**src/rtl/reg_access_ctrl_pkg.sv**
```systemverilog
// Shared widths, instruction field layout and sequencer state encoding
// for the register-access sequencer in front of reg_bank.
package reg_access_ctrl_pkg;

  localparam int BITS     = 8;
  localparam int REG_BITS = 2;
  localparam int REG_SIZE = 4;

  // instruction word: [7:4] opcode, [3:2] ra (src A / dest), [1:0] rb (src B)
  localparam int OPC_MSB = 7;
  localparam int OPC_LSB = 4;
  localparam int RA_MSB  = 3;
  localparam int RA_LSB  = 2;
  localparam int RB_MSB  = 1;
  localparam int RB_LSB  = 0;

  // opcode bit that suppresses writeback when set
  localparam int WB_BIT = 3;

  typedef enum logic [2:0] {
    IDLE     = 3'd0,
    FETCH    = 3'd1,
    ISSUE    = 3'd2,
    WAIT_RES = 3'd3,
    WRITE    = 3'd4
  } state_t;

endpackage

```
**src/rtl/reg_access_ctrl_instr_decode.sv**
```systemverilog
// Combinational field extraction for one instruction word.
module instr_decode
  import reg_access_ctrl_pkg::*;
#(
  parameter int BITS     = reg_access_ctrl_pkg::BITS,
  parameter int REG_BITS = reg_access_ctrl_pkg::REG_BITS
) (
  input  logic [BITS-1:0]     instr,
  output logic [3:0]          opcode,
  output logic [REG_BITS-1:0] ra,
  output logic [REG_BITS-1:0] rb,
  output logic                wb
);

  assign opcode = instr[OPC_MSB:OPC_LSB];
  assign ra     = instr[RA_MSB:RA_LSB];
  assign rb     = instr[RB_MSB:RB_LSB];
  // opcodes 0x0-0x7 write back, 0x8-0xF are compare/store style (no write)
  assign wb     = ~instr[OPC_LSB+WB_BIT];

endmodule

```
**src/rtl/reg_access_ctrl.sv**
```systemverilog
// One-instruction-at-a-time sequencer: fetch operands from reg_bank,
// hand them to the ALU, and write the ALU result back to ra.
module reg_access_ctrl
  import reg_access_ctrl_pkg::*;
#(
  parameter int BITS     = reg_access_ctrl_pkg::BITS,
  parameter int REG_BITS = reg_access_ctrl_pkg::REG_BITS,
  parameter int REG_SIZE = reg_access_ctrl_pkg::REG_SIZE
) (
  input  logic                clk,
  input  logic                rst,
  input  logic                instr_valid,
  input  logic [BITS-1:0]     instr,
  output logic                instr_ready,
  output logic [REG_BITS-1:0] address_a,
  output logic [REG_BITS-1:0] address_b,
  input  logic [BITS-1:0]     data_a,
  input  logic [BITS-1:0]     data_b,
  output logic                op_valid,
  input  logic                op_ready,
  output logic [3:0]          opcode,
  output logic [BITS-1:0]     operand_a,
  output logic [BITS-1:0]     operand_b,
  input  logic                result_valid,
  input  logic [BITS-1:0]     result,
  output logic                write_enable,
  output logic [REG_BITS-1:0] write_address,
  output logic [BITS-1:0]     write_data,
  output logic                busy
);

  if (REG_SIZE != (1 << REG_BITS)) begin : g_bad_cfg
    $error("REG_SIZE must equal 2**REG_BITS");
  end

  state_t              state_q, state_d;
  logic [BITS-1:0]     instr_q;
  logic [REG_BITS-1:0] ra, rb;
  logic                wb;
  logic                accept, capture_ops, capture_res;

  instr_decode #(
    .BITS     (BITS),
    .REG_BITS (REG_BITS)
  ) u_decode (
    .instr  (instr_q),
    .opcode (opcode),
    .ra     (ra),
    .rb     (rb),
    .wb     (wb)
  );

  // instr_q only changes on accept, so the read addresses are stable
  // everywhere outside the FETCH that follows it
  assign address_a   = ra;
  assign address_b   = rb;
  assign instr_ready = (state_q == IDLE) && !rst;
  assign op_valid    = (state_q == ISSUE);
  assign busy        = (state_q != IDLE);

  assign accept      = (state_q == IDLE) && instr_valid;
  assign capture_ops = (state_q == FETCH);
  assign capture_res = (state_q == WAIT_RES) && result_valid;

  always_comb begin
    state_d = state_q;
    case (state_q)
      IDLE:     if (instr_valid) state_d = FETCH;
      FETCH:    state_d = ISSUE;
      ISSUE:    if (op_ready) state_d = wb ? WAIT_RES : IDLE;
      WAIT_RES: if (result_valid) state_d = WRITE;
      WRITE:    state_d = IDLE;
      default:  state_d = IDLE;
    endcase
  end

  // reset takes priority over a same-cycle result, so a cancelled
  // instruction never reaches the write port
  always_ff @(posedge clk) begin
    if (rst) begin
      state_q       <= IDLE;
      instr_q       <= '0;
      operand_a     <= '0;
      operand_b     <= '0;
      write_enable  <= 1'b0;
      write_address <= '0;
      write_data    <= '0;
    end else begin
      state_q      <= state_d;
      write_enable <= capture_res;
      if (accept) instr_q <= instr;
      if (capture_ops) begin
        operand_a <= data_a;
        operand_b <= data_b;
      end
      if (capture_res) begin
        write_address <= ra;
        write_data    <= result;
      end
    end
  end

endmodule

```
**config.mk**
```make
export PLATFORM = sky130hd
export DESIGN_NAME = reg_access_ctrl
export DESIGN_NICKNAME = d
export VERILOG_FILES = /design/src/rtl/reg_access_ctrl_pkg.sv /design/src/rtl/reg_access_ctrl_instr_decode.sv /design/src/rtl/reg_access_ctrl.sv
export SDC_FILE = /design/constraint.sdc
export NUM_CORES = 1
export LEC_CHECK = 0
export ABC_AREA = 1
export BUFFER_PORTS_ARGS = -buffer_cell sky130_fd_sc_hd__buf_2
export CAP_MARGIN = 20
export CORE_ASPECT_RATIO = 2
export CORE_MARGIN = 2
export CORE_UTILIZATION = 44
export DETAILED_ROUTE_END_ITERATION = 10
export PLACE_DENSITY = 0.78
export SLEW_MARGIN = 40
export SYNTH_ARGS = -nofsm -noshare
export SYNTH_HDL_FRONTEND = slang
export SYNTH_SLANG_ARGS = --single-unit
```
**constraint.sdc**
```tcl
create_clock -name clk -period 1.3 [get_ports clk]
set_input_delay 0.13 -clock clk [delete_from_list [all_inputs] [get_ports clk]]
set_output_delay 0.13 -clock clk [all_outputs]
set_load 0.005 [all_outputs]
```
==> results.yml <==
logic_synthesis:
  syn-mean-instance-area_sq_um: 8.10
  synthesis.yosys.warnings: 0
  synthCells: 178
  post_synth_num_cell_types: 20
  synth-seq-area-share_pct: 52.8
  synth_top_cells_by_area: "dfxtp_1, nor2_1, o21ai_0"
  synth.top_cell.area_share_pct: 52.8
  ys_seq_elements: 38
  synth.net_count: 215
  synth.largest_area_cell: "dfxtp_1"
  netlist_area_sq_um: 1440
sta:
  finalCritPeriodShare_pct: 95.6
  worst_clock_skew_ns: 0.00342
  worst_slew_pin_slew_ns: 0.267
  clock.fmax_mhz: 805
  worst_slew_margin_relative_to_its_limit_pct: 82.2
  final.setup.tns_ns: 0
  hold_violations: 0
  fin_crit_ns: 1.24
  timing.final.setup_violations: 0
  rsz0062_at_grt: "yes"
  timing.final.max_slew_violations: 0
  timing.final.ws_setup_ns: 0.0573
setup_path:
  cp-start-kind: "register"
  cp_data_arrival_time_ns: 1.11
  kind_of_critical_path: "reg2out"
  crit_required_ns: 1.17
  crit_path_end_kind: "output pin"
  worst-path-max-fanout: 4
power:
  cellLeakagePower_nw: 0.921
  total_power_mw: 3.71
  worst_ir_drop_on_vdd_v: 0.00134
  p_per_area_nw_per_um2: 1970
drt:
  drt-vias-per-instance: 4.79
  detailedRoute.firstIterationViolations: 11
  ant_nets: 0
  detail_route.wirelength_mm: 3.09
  drcViolationCount: 0
  route.vias.total: 1360
  dr.pass1.iters: 4
  average_wire_length_per_cell_after_detail_routing_um: 10.9
floorplan:
  fp.coreArea_sq_um: 3160
  initial_core_util_pct: 45.7
  design.die.area_sq_um: 3780
  fp-row-count: 29
  die_w_um: 44.5
  i_o_pin_count: 75
  floorplan.die.height_um: 84.9
placement:
  routabilityCongestion: 0.687
  place.port_buffers: 74
  dpl_worst_slack_ns: 0.102
  post_dp_cell_area_sq_um: 1800
  place.detailed.hpwl_mm: 2.35
cts:
  worst_skew_pair.late_latency_ns: 0.28
  cts_sinks: 38
  clock_tree_from_tritoncts: "built"
  level_count_of_the_clock_h_tree: 2
  cts_inserted_buffers: 5
  cts.root.buffer_cell: "clkbuf_8"
  clock_path_buffers: 2
  clock_slew_seen_by_the_registers_of_the_worst_setup_and_hold_paths_ns: 0.07
flow_run:
  maxCapViolCount: 0
finish:
  drive_gt1_share_pct: 37.2
  final_nets: 290
  area_growth_syn_to_layout_pct: 30.5
  post-route-cell-area_sq_um: 1880
  num_antenna_cells: 0
grt:
  grt_overflow: 0
  initial_antenna_violation_count: 0
  grt_start_max_net_pins: 26
  wire_length_of_the_first_global_routing_pass_mm: 5.15
  grt_use_total_pct: 17.9
  grt_pass1_vias: 1261
min_path:
  timing.hold.worst.class: "in2reg"
status:
  run_status: "complete, no violations"
## cells by family (layout without fill, tap and decap cells)
family	Yosys count	in the layout	share of synthesized area [%]
simple gates	70	70	21.8
flops	38	38	52.8
buf+inv	24	99	9.20
compound gates	46	46	16.2
## layout by cell type, fill, tap and decap left out
master    instances
inv_6             1
nand3_1          12
buf_4             3
buf_2            74
o21ai_0          23
nand2_2           2
nand3_2           1
nor2_2            1
clkbuf_8          5
inv_2             1
nor2_1           36
nor2_4            2
o21ai_1           1
a21oi_1          21
clkbuf_1          2
o21ai_2           1
dfxtp_1          36
nand2_4           1
dfxtp_2           2
nand2_1          15
inv_1            13
## report_power, final
| part | internal (mW) | switching [mW] | leakage, nW | total [mW] |
|---|---|---|---|---|
| Sequential | 1.50 | 0.191 | 0.312 | 1.69 |
| Combinational | 0.562 | 0.741 | 0.570 | 1.30 |
| Clock | 0.368 | 0.357 | 0.0383 | 0.725 |
## registers in the layout (all words and copies together) (netlist names)
name           flops
instr_q            8
write_address      2
state_q            3
operand_a          8
operand_b          8
write_enable       1
write_data         8
## critical path: stages (launching register included)
cell	delay [ns]
dfxtp_1	0.35
nor2_4	0.17
nand2_1	0.11
nor2_1	0.09
buf_2	0.11
## routing by layer
| metal | track usage (%) | vias up | part of all wire, % |
|---|---|---|---|
| met3 | 6.17 | 6 | 8.8 |
| met4 | 7.44 | 0 | 1.9 |
| li1 | - | 720 | - |
| met5 | 0 | - | 0 |
| met1 | 19.1 | 573 | 39 |
| met2 | 30.4 | 61 | 50 |
## repair_timing
action	4_1_cts	5_1_grt
hold buffers	0	0
buffers inserted	0	0
gates resized for setup	0	2
endpoints found under the setup margin	0	4
## synth_stat cells
library cell  instances
o21ai_0              23
buf_2                 3
nand2_1              15
nor2_4                2
nor2_2                1
nand2_2               2
nand3_2               1
buf_6                 3
inv_6                 1
nand3_1              12
nor2_1               36
clkbuf_1              2
dfxtp_1              38
inv_1                13
a21oi_1              21
nand2_4               1
buf_8                 1
o21ai_1               1
inv_2                 1
o21ai_2               1
## path summary, 6_finish.rpt
kind | start | end | slack (ns) | cells after the start
worst max-delay path | state_q[1]$_SDFFE_PP0P_ | instr_ready | 0.06 | 4
worst min-delay path | data_a[4] | operand_a[4]$_SDFFE_PP0N_ | 0.1 | 3
worst max register to register | state_q[1]$_SDFFE_PP0P_ | instr_q[0]$_SDFFE_PP0P_ | 0.13 | 4
worst min register to register | instr_q[0]$_SDFFE_PP0P_ | instr_q[0]$_SDFFE_PP0P_ | 0.44 | 2
## area by class of cell
type / instances / area [sq um]
multi-input combinational: 116 / 548
fill: 313 / 1280
timing repair buffer: 77 / 393
tap: 31 / 38.8
inverter: 15 / 61.3
clock buffer: 7 / 76.3
sequential: 38 / 763
## through the flow
stage	hold slack, ns	cells	util [%]
2_1_floorplan	0.199	178	-
5_1_grt	0.0978	284	59.6
4_1_cts	0.0852	284	59.5
3_3_place_gp	0.377	277	57.1
6_report	0.0953	284	59.6
3_5_place_dp	0.387	277	57.1
Note: power is estimated with default switching activity, not from simulation.
